==> config.mk <==
export PLATFORM = sky130hd
export DESIGN_NAME = hpdcache_sram_ctrl
export DESIGN_NICKNAME = d
export VERILOG_FILES = /design/src/rtl/hpdcache_sram_ctrl_pkg.sv /design/src/rtl/hpdcache_sram_rsp_fifo.sv /design/src/rtl/hpdcache_sram_ctrl.sv
export SDC_FILE = /design/constraint.sdc
export NUM_CORES = 1
export LEC_CHECK = 0
export BUFFER_PORTS_ARGS = -buffer_cell sky130_fd_sc_hd__clkbuf_2
export CAP_MARGIN = 15
export CORE_UTILIZATION = 50
export DETAILED_ROUTE_END_ITERATION = 10
export GPL_TIMING_DRIVEN = 0
export PLACE_DENSITY_LB_ADDON = 0.15
export SLEW_MARGIN = 15
export SYNTH_ARGS = -nofsm -noshare
export SYNTH_HDL_FRONTEND = slang
export SYNTH_SLANG_ARGS = --single-unit
==> constraint.sdc <==
create_clock -name clk -period 5.09 [get_ports clk]
set_input_delay 1.527 -clock clk [delete_from_list [all_inputs] [get_ports clk]]
set_output_delay 1.527 -clock clk [all_outputs]
set_load 0.01 [all_outputs]
==> src/rtl/hpdcache_sram_ctrl_pkg.sv <==
// Shared types and constants for the hpdcache SRAM controller.
package hpdcache_sram_ctrl_pkg;

  typedef enum logic {
    ST_INIT,
    ST_READY
  } ctrl_state_t;

  // Number of read responses that can be buffered (in flight + stored).
  localparam int unsigned RSP_FIFO_DEPTH = 2;

endpackage

==> src/rtl/hpdcache_sram_rsp_fifo.sv <==
// Two-entry response FIFO holding SRAM read data until the consumer takes it.
module hpdcache_sram_rsp_fifo
  import hpdcache_sram_ctrl_pkg::*;
#(
  parameter int unsigned DATA_SIZE = 28
) (
  input  logic                 clk,
  input  logic                 rst,
  input  logic                 push,
  input  logic [DATA_SIZE-1:0] push_data,
  input  logic                 pop,
  output logic [1:0]           count,
  output logic [DATA_SIZE-1:0] head
);

  logic [DATA_SIZE-1:0] mem [RSP_FIFO_DEPTH];
  logic                 wr_ptr;
  logic                 rd_ptr;

  // Storage is written without reset; validity is tracked by count.
  always_ff @(posedge clk) begin
    if (push) begin
      mem[wr_ptr] <= push_data;
    end
  end

  // Pointer and occupancy tracking; push and pop together keep count unchanged.
  always_ff @(posedge clk) begin
    if (rst) begin
      wr_ptr <= 1'b0;
      rd_ptr <= 1'b0;
      count  <= '0;
    end else begin
      if (push) wr_ptr <= ~wr_ptr;
      if (pop)  rd_ptr <= ~rd_ptr;
      case ({push, pop})
        2'b10:   count <= count + 2'd1;
        2'b01:   count <= count - 2'd1;
        default: count <= count;
      endcase
    end
  end

  assign head = mem[rd_ptr];

endmodule

==> src/rtl/hpdcache_sram_ctrl.sv <==
// Initiator for a single-port SRAM: clears the array after reset, then turns a
// valid/ready request stream into SRAM accesses with buffered read responses.
module hpdcache_sram_ctrl
  import hpdcache_sram_ctrl_pkg::*;
#(
  parameter int unsigned          ADDR_SIZE  = 6,
  parameter int unsigned          DATA_SIZE  = 28,
  parameter int unsigned          DEPTH      = 2**ADDR_SIZE,
  parameter logic [DATA_SIZE-1:0] INIT_VALUE = '0
) (
  input  logic                 clk,
  input  logic                 rst,
  input  logic                 req_valid_i,
  output logic                 req_ready_o,
  input  logic                 req_we_i,
  input  logic [ADDR_SIZE-1:0] req_addr_i,
  input  logic [DATA_SIZE-1:0] req_wdata_i,
  output logic                 rsp_valid_o,
  input  logic                 rsp_ready_i,
  output logic [DATA_SIZE-1:0] rsp_rdata_o,
  output logic                 init_done_o,
  output logic                 sram_cs_o,
  output logic                 sram_we_o,
  output logic [ADDR_SIZE-1:0] sram_addr_o,
  output logic [DATA_SIZE-1:0] sram_wdata_o,
  input  logic [DATA_SIZE-1:0] sram_rdata_i
);

  localparam logic [ADDR_SIZE-1:0] LAST_ADDR = ADDR_SIZE'(DEPTH - 1);

  ctrl_state_t          state, state_next;
  logic [ADDR_SIZE-1:0] init_cnt;
  logic                 inflight;
  logic [1:0]           fifo_count;
  logic                 accept;
  logic                 pop;
  logic [2:0]           occupancy;

  assign pop       = rsp_valid_o & rsp_ready_i;
  assign accept    = req_valid_i & req_ready_o;
  // Slots committed after this cycle: stored + arriving next edge - leaving now.
  assign occupancy = {1'b0, fifo_count} + {2'b0, inflight} - {2'b0, pop};

  // State register and init sweep counter.
  always_ff @(posedge clk) begin
    if (rst) begin
      state    <= ST_INIT;
      init_cnt <= '0;
    end else begin
      state <= state_next;
      if (state == ST_INIT) init_cnt <= init_cnt + 1'b1;
    end
  end

  // Leave INIT after the write to the last address.
  always_comb begin
    state_next = state;
    case (state)
      ST_INIT:  if (init_cnt == LAST_ADDR) state_next = ST_READY;
      ST_READY: state_next = ST_READY;
      default:  state_next = ST_INIT;
    endcase
  end

  // SRAM drive and handshake outputs per state.
  always_comb begin
    sram_cs_o    = 1'b0;
    sram_we_o    = 1'b0;
    sram_addr_o  = '0;
    sram_wdata_o = '0;
    req_ready_o  = 1'b0;
    init_done_o  = 1'b0;
    case (state)
      ST_INIT: begin
        sram_cs_o    = 1'b1;
        sram_we_o    = 1'b1;
        sram_addr_o  = init_cnt;
        sram_wdata_o = INIT_VALUE;
      end
      ST_READY: begin
        init_done_o  = 1'b1;
        req_ready_o  = (occupancy < 3'(RSP_FIFO_DEPTH));
        sram_cs_o    = accept;
        sram_we_o    = req_we_i;
        sram_addr_o  = req_addr_i;
        sram_wdata_o = req_wdata_i;
      end
      default: ;
    endcase
  end

  // A read accepted this cycle returns SRAM data next cycle.
  always_ff @(posedge clk) begin
    if (rst) begin
      inflight <= 1'b0;
    end else begin
      inflight <= accept & ~req_we_i;
    end
  end

  hpdcache_sram_rsp_fifo #(
    .DATA_SIZE (DATA_SIZE)
  ) u_rsp_fifo (
    .clk       (clk),
    .rst       (rst),
    .push      (inflight),
    .push_data (sram_rdata_i),
    .pop       (pop),
    .count     (fifo_count),
    .head      (rsp_rdata_o)
  );

  assign rsp_valid_o = (fifo_count != 2'd0);

endmodule

* Word level (Yosys, flattened, before mapping)
Memories as Yosys holds them, arrays and structs flattened. A register that Yosys moved wholly into a read port is not among the register bits.
Index checks and enable logic that the tools add are counted.
** Storage, ports and cells
- Logic and storage cells :: 38
- Memory bits (writable) :: 56
- Flip-flop bits (word level) :: 12
- Input port bits :: 67
- Memories :: 1
** Cells by class
- $lt $le $gt $ge :: 1
- Mux-type cells :: 13
- Reductions and logical operators :: 2
- Bitwise operators :: 7
- Equal/unequal tests :: 3
- $add $sub $neg :: 5
** Memory list
- u_rsp_fifo.mem :: words 2, width 28, rd ports 1, clocked after Yosys merged registers in 1, write ports 1, RTL line hpdcache_sram_rsp_fifo.sv:16 : logic [DATA_SIZE-1:0] mem [RSP_FIFO_DEPTH];
** Operator list (number)
- $pmux W28 S2 :: 1
- $pmux W6 S2 :: 1
- $mux W1 :: 7
- $add A6 B1 Y6 const B :: 1
- $eq A6 B6 Y1 const B :: 1
- $pmux W1 S2 :: 3
- $not A1 Y1 :: 4
- $pmux W2 S2 :: 1
- $reduce_bool A2 Y1 :: 2
- $add A2 B1 Y3 :: 1
- $and A1 B1 Y1 :: 3
- $lt A3 B2 Y1 const B :: 1
- $sub A3 B1 Y3 :: 1
- $add A2 B1 Y2 const B :: 1
- $eq A2 B1 Y1 const B :: 1
- $eq A2 B2 Y1 const B :: 1
- $sub A2 B1 Y2 const B :: 1

* Depth between registers and ports, before layout
Gate-level depths: netlist (run 1).
- Word-level depth :: 7
- Mapped depth :: 6
- Mapped depth without buffers :: 6

* Hierarchy
From an unflattened synthesis (run 1), not the netlist that was laid out.
** Second synthesis, totals
- Cell total of the unflattened synthesis :: 190
- Area total of the unflattened synthesis :: 2879.0 um2
** Modules (own cells, without submodules)
- hpdcache_sram_rsp_fifo :: area each 2217.1 um2, instances 1, cells an instance 107
- hpdcache_sram_ctrl :: area each 661.9 um2, instances 1, cells an instance 83

* Least setup slack after synthesis (run 1)
Ideal clock, no wire load.
- Path kind :: input to output
- Start point :: input port rsp_ready_i
- End point :: output port sram_cs_o
- Path buffers :: 0
- Arrival time :: 2.623 ns
- Stages :: 6
- Setup slack :: 0.940 ns
- Path through :: and3b_4 -> o21ai_0 -> fa_1 -> xnor2_1 -> nand4_1 -> nand2_1
** Between the ends
- Longest elaborated chain between the ends :: 6
** Ends and longest elaborated chain
- start, declared :: RTL line hpdcache_sram_ctrl.sv:19 : input logic rsp_ready_i,
- $and A1 B1 Y1 :: RTL line hpdcache_sram_ctrl.sv:39 : assign pop = rsp_valid_o & rsp_ready_i;
- $sub A3 B1 Y3 :: RTL line hpdcache_sram_ctrl.sv:42 : assign occupancy = {1'b0, fifo_count} + {2'b0, inflight} - {2'b0, pop};
- $lt A3 B2 Y1 :: RTL line hpdcache_sram_ctrl.sv:82 : req_ready_o = (occupancy < 3'(RSP_FIFO_DEPTH));
- $mux W1 :: RTL line hpdcache_sram_ctrl.sv:73 : case (state)
- $and A1 B1 Y1 :: RTL line hpdcache_sram_ctrl.sv:40 : assign accept = req_valid_i & req_ready_o;
- $pmux W1 S2 :: RTL line hpdcache_sram_ctrl.sv:73
- end, declared :: RTL line hpdcache_sram_ctrl.sv:22 : output logic sram_cs_o,
Every way passes these cells.

* Worst setup path in the final report (run 1)
Same ends and word-level chain as after synthesis.

==> results of run 1 <==
[critical path, delay by kind of cell]
family | cells | cell delay (ns)
and+or+nand+nor | 3 | 0.46
adders and majority gates | 1 | 0.40
AOI/OAI and AO/OA | 1 | 0.15
xor gates and xnor gates | 1 | 0.19
buffers and inverters | 2 | 0.23
[cell type report]
type | instances | area, sq um
repair buffers | 134 | 693
clock buffers | 11 | 131
well taps | 72 | 90.1
fillers | 436 | 1690
plain buffers | 8 | 35.0
multi-input cells | 109 | 896
flip-flops and latches | 69 | 1940
clock inverters | 5 | 27.5
[power by group through the flow]
stage                     sequential [mW]  combinational, mW  clock, mW
after floorplan                     0.626            0.00842          0
after global placement              0.626             0.0365          0
after detailed placement            0.627             0.0380          0
after CTS                           0.614             0.0382      0.372
after global routing                0.614             0.0422      0.394
final                               0.614             0.0377      0.359
[flip-flops by register name, summed over array words and instances, names as in the netlist, named ones only]
register / count
u_rsp_fifo.mem: 56
init_cnt: 6
u_rsp_fifo.count: 2
inflight: 1
state: 1
u_rsp_fifo.rd_ptr: 1
u_rsp_fifo.wr_ptr: 1
[cells by family after synthesis]
kind of cell / share of synthesized area, %
AOI/OAI and AO/OA: 1.09
xor gates and xnor gates: 2.14
adders and majority gates: 1.14
buffers and inverters: 1.22
DFF: 67.8
muxes: 14.1
and+or+nand+nor: 12.5
[path summary, 6_finish.rpt]
kind,from,end,depth (start not counted)
worst max-delay path,rsp_ready_i,sram_cs_o,8
worst min-delay path,u_rsp_fifo.rd_ptr$_SDFFE_PP0P_,u_rsp_fifo.rd_ptr$_SDFFE_PP0P_,2
worst max register to register,u_rsp_fifo.count[1]$_SDFFE_PP0P_,inflight$_SDFF_PP0_,6
worst min register to register,u_rsp_fifo.rd_ptr$_SDFFE_PP0P_,u_rsp_fifo.rd_ptr$_SDFFE_PP0P_,2
[cells in the mapped netlist (all sizes together), types with 2 or more instances]
library cell	count
edfxtp	56
clkbuf	4
nand2b	2
or3	2
a21oi	2
and2	29
nor2	9
and3b	2
nor2b	3
mux2i	2
mux2	34
nor3	2
dfxtp	13
buf	4
nand2	3
and3	2
xor2	4
nand4b	2
xnor2	3
o21ai	3
[routing by layer]
layer  share of wire, %  wire length (microns)  track usage, %
met1                 42                   2160            20.5
met2                 51                   2670            31.2
met3                5.6                    293            5.65
met4                1.5                     76            8.49
met5                  0                      0               0
==> results.cfg, run 1 <==
[setup_path]
startpoint_type = input pin
critPathMostFrequentCell = clkbuf_2
cpPeakStageDelay_ns = 0.40
path_cells = clkbuf_2, nor2b_1, o21ai_0, fa_1, xnor2_1, nand4_1, nand2_1, clkbuf_2
arrival_ns = 2.96
critical_path_class = in2out
endpoint_kind = output pin
crit_fanout = 4
r2r_slack_ns = 3.25
worstPathRequired_ns = 3.56
slowest_stage = fa_1

[die]
die_y_microns = 77.7
ios = 134
die_w_microns = 77.7
die-area_sq_mm = 0.00603
rows = 27
initial_core_util_pct = 52.0
core_region_area_sq_mm = 0.00551

[clock_network]
cts_tree = done
clockBufferDepth = 2
cts_root_buf = clkbuf_8
cts_buffers = 9
cts.sinks = 69
worstSkewPairLatency_ns = 0.33
cts_max_level = 3
clk_pin_slew_ns = 0.06
ctsResizeCount = 0
cts_hold_buf = 0
post-cts-setup-buffer-count = 0

[timing]
slew_viol_final = 0
hold_viol = 0
worst_pin_slew_ns = 0.686
min_period_ns = 4.49
finalClockSkew_ns = 0.00690
rsz0062_at_grt = no
fmaxAchievable_mhz = 223
slew_headroom_pct = 54.3
whs_ns = 0.510
fin_setup_tns_ns = 0
setup_viol = 0
post-route-period-util_pct = 88.2
setup_slack_ns = 0.600

[pwr]
leakagePower_nw = 1.67
swShare_pct = 20.1
clkPwrFrac_pct = 35.5
seq_power_share_pct = 60.8
power.total_mw = 1.01
combPwrFrac_pct = 3.7
internal_power_uw = 808
ir_drop_mv = 0.257
p_switching_uw = 203
powerDensity_mw_per_mm2 = 265

[placement]
dpl_cell_area_sq_mm = 0.00366
place_hpwl_mm = 3.87
gp_congestion = 0.779
dp_slack_ns = 0.609
portBuffers = 133
placed_cells = 392

[final_layout]
fin_nets = 400
utilization_pct = 69.3
layout_commonest_cell = clkbuf_2
layout_common_cells = 133 x clkbuf_2, 56 x edfxtp_1, 34 x mux2_2
finalInstanceArea_sq_mm = 0.00381
fin_cells = 408
diodes = 0
drive_gt1_share_pct = 56.5
syn2layout_area_growth_pct = 33.2

[yosys]
synth-async-reset-ratio_pct = 0
synth_area_leader_cell = edfxtp_1
syn_nets = 255
synth_ff_type = edfxtp_1
syn-instance-count = 186
syn_avg_cell_area_sq_um = 15.4
synth_area_leaders = edfxtp_1 59%, mux2_2 13%, dfxtp_1 9.1%, and2_1 6.3%, xor2_1 1.2%
synth_edf_count = 56
seq_area_frac_synth_pct = 67.8
netlist.area_leader.share_pct = 58.7
yosys_register_bits = 69
ys_types = 27
yosys_warnings = 0
syn-cell-area_sq_mm = 0.00286

[global_route]
grt_max_degree = 29
grtUsageTotal_pct = 18.1
antenna_found_initial = 0
overflow = 0
grt_pass1_wl_mm = 8.24
grt_pass1_vias = 1898

[detailed_routing]
drt_iter0_markers = 56
post-route-drc-count = 0
wl_mm = 5.20
avgRoutedWirePerCell_microns = 12.7
viasPerCell = 4.70
drt.antenna.violating_nets = 0
firstDrtPassIters = 2
vias = 1919

[run]
maxCapViolCount = 0

[worst_hold_path]
min_path_type = reg2reg

[run_status]
status = complete, no violations
Note: power is estimated with default switching activity, not from simulation.
==> run 2, diff against run 1 <==
--- a/config.mk
+++ b/config.mk
@@ -7,9 +7,10 @@
 export LEC_CHECK = 0
 export BUFFER_PORTS_ARGS = -buffer_cell sky130_fd_sc_hd__clkbuf_2
 export CAP_MARGIN = 15
-export CORE_UTILIZATION = 50
+export CELL_PAD_IN_SITES_DETAIL_PLACEMENT = 1
+export CELL_PAD_IN_SITES_GLOBAL_PLACEMENT = 2
+export CORE_UTILIZATION = 32
 export DETAILED_ROUTE_END_ITERATION = 10
-export GPL_TIMING_DRIVEN = 0
 export PLACE_DENSITY_LB_ADDON = 0.15
 export SLEW_MARGIN = 15
 export SYNTH_ARGS = -nofsm -noshare
==> results.cfg, run 2 (same netlist as run 1, synthesis figures left out) <==
[final_layout]
largest_register_ff_count = 56
fin_nets = 395
layout_commonest_cell = clkbuf_2
syn2layout_area_growth_pct = 35.9
top_register = u_rsp_fifo.mem
layout_common_cells = 133 x clkbuf_2, 56 x edfxtp_1, 34 x mux2_2
diodes = 0
drive_gt1_share_pct = 56.8
top_regs = u_rsp_fifo.mem: 56 flops, init_cnt: 6 flops, u_rsp_fifo.count: 2 flops
nFillCells = 963

[die]
die_y_microns = 96.6
rows = 34
core_region_area_sq_mm = 0.00868
initial_core_util_pct = 33.0
die-area_sq_mm = 0.00933
die_w_microns = 96.6
ios = 134

[detailed_routing]
firstDrtPassIters = 6
vias = 1974
post-route-drc-count = 0
wl_mm = 6.24
drt.antenna.violating_nets = 0
viasPerCell = 4.50
drt_iter0_markers = 47
avgRoutedWirePerCell_microns = 14.2

[global_route]
grt_pass1_wl_mm = 10.3
overflow = 0
grt_pass1_vias = 2073
grt_max_degree = 32
grtUsageTotal_pct = 13.9
antenna_found_initial = 0

[setup_path]
endpoint_kind = output pin
reg2regPathDepth = 6
critical_path_class = in2out
critPathMostFrequentCell = clkbuf_2
worstPathRequired_ns = 3.56
startpoint_type = input pin
path_cells = clkbuf_2, nor2b_1, o21ai_0, fa_1, xnor2_1, nand4_1, nand2_1, clkbuf_2
arrival_ns = 2.94
crit_fanout = 4
cpPeakStageDelay_ns = 0.41
slowest_stage = fa_1

[clock_network]
cts_tree = done
cts_buffers = 9
worstSkewPairLatency_ns = 0.33
post-cts-setup-buffer-count = 0
cts_root_buf = clkbuf_8
clockBufferDepth = 2
clk_pin_slew_ns = 0.06
cts_max_level = 3
ctsResizeCount = 0
cts.sinks = 69
cts_hold_buf = 0

[timing]
slew_headroom_pct = 38.7
min_period_ns = 4.47
hold_viol = 0
post-route-period-util_pct = 87.8
slew_viol_final = 0
fmaxAchievable_mhz = 224
fin_setup_tns_ns = 0
rsz0062_at_grt = no
setup_viol = 0
setup_slack_ns = 0.622
finalClockSkew_ns = 0.00899
worst_pin_slew_ns = 0.918

[worst_hold_path]
min_path_type = reg2reg
whs_path_depth = 2

[placement]
gp_congestion = 0.729
dp_slack_ns = 0.631
portBuffers = 133
place_hpwl_mm = 4.53

[pwr]
powerDensity_mw_per_mm2 = 301
leakagePower_nw = 1.68
ir_drop_mv = 0.134

[run_status]
status = complete, no violations

[run]
maxCapViolCount = 0
-- run 2: changes by cell type in the layout (fill, tap and decap cells not counted), moves of 2 or more --
cell       previous run  this run
clkinv_2              3         1
bufinv_16             0         3
buf_4                 0         4
clkbuf_1              6         2
buf_2                 4         0
-- run 2: metal layers --
metal	GRT usage (%)	up-vias	share of wire, %
met1	16.7	948	42
li1	-	951	-
met4	4.82	0	0.64
met2	23.5	70	50
met5	0	-	0
met3	4.55	5	6.4
-- run 2: cell type report --
| class | count | area (sq um) | share of cell area (%) |
|---|---|---|---|
| Clock buffer | 11 | 131 | 3.38 |
| Timing Repair Buffer | 137 | 696 | 17.9 |
| Sequential cell | 69 | 1940 | 49.9 |
| Tap cell | 108 | 135 | 3.47 |
| Clock inverter | 5 | 98.8 | 2.54 |
| Multi-Input combinational cell | 109 | 890 | 22.9 |
-- run 2: worst max-delay path: cells and delay by family --
family	cells	cell delay [ns]
fa+ha+maj	1	0.41
compound gates	1	0.16
buf+inv	2	0.23
xor+xnor	1	0.18
simple gates	3	0.42
-- run 2: where the power goes --
| group | internal, mW | switching (mW) | total [mW] |
|---|---|---|---|
| registers | 0.610 | 0.00366 | 0.614 |
| logic | 0.0233 | 0.0153 | 0.0386 |
| clock network | 0.324 | 0.195 | 0.518 |
-- run 2: path summary, 6_finish.rpt --
check,startpoint,to,slack (ns)
worst min-delay path,u_rsp_fifo.rd_ptr$_SDFFE_PP0P_,register,0.51
worst max register to register,u_rsp_fifo.count[1]$_SDFFE_PP0P_,inflight$_SDFF_PP0_,3.22
worst min register to register,u_rsp_fifo.rd_ptr$_SDFFE_PP0P_,register,0.51
worst max-delay path,rsp_ready_i,sram_cs_o,0.62
-- run 2: per-stage QoR --
stage	instances	power (mW)	hold WS [ns]	util [%]	area, sq um
finish	439	1.17	0.508	44.9	3890
global route	439	1.21	0.548	44.9	3890
CTS	439	1.19	0.514	44.9	3890
detailed placement	423	0.666	0.499	42.2	3660
global placement	423	0.663	0.487	42.2	3660
floorplan	186	0.635	0.464	-	2860
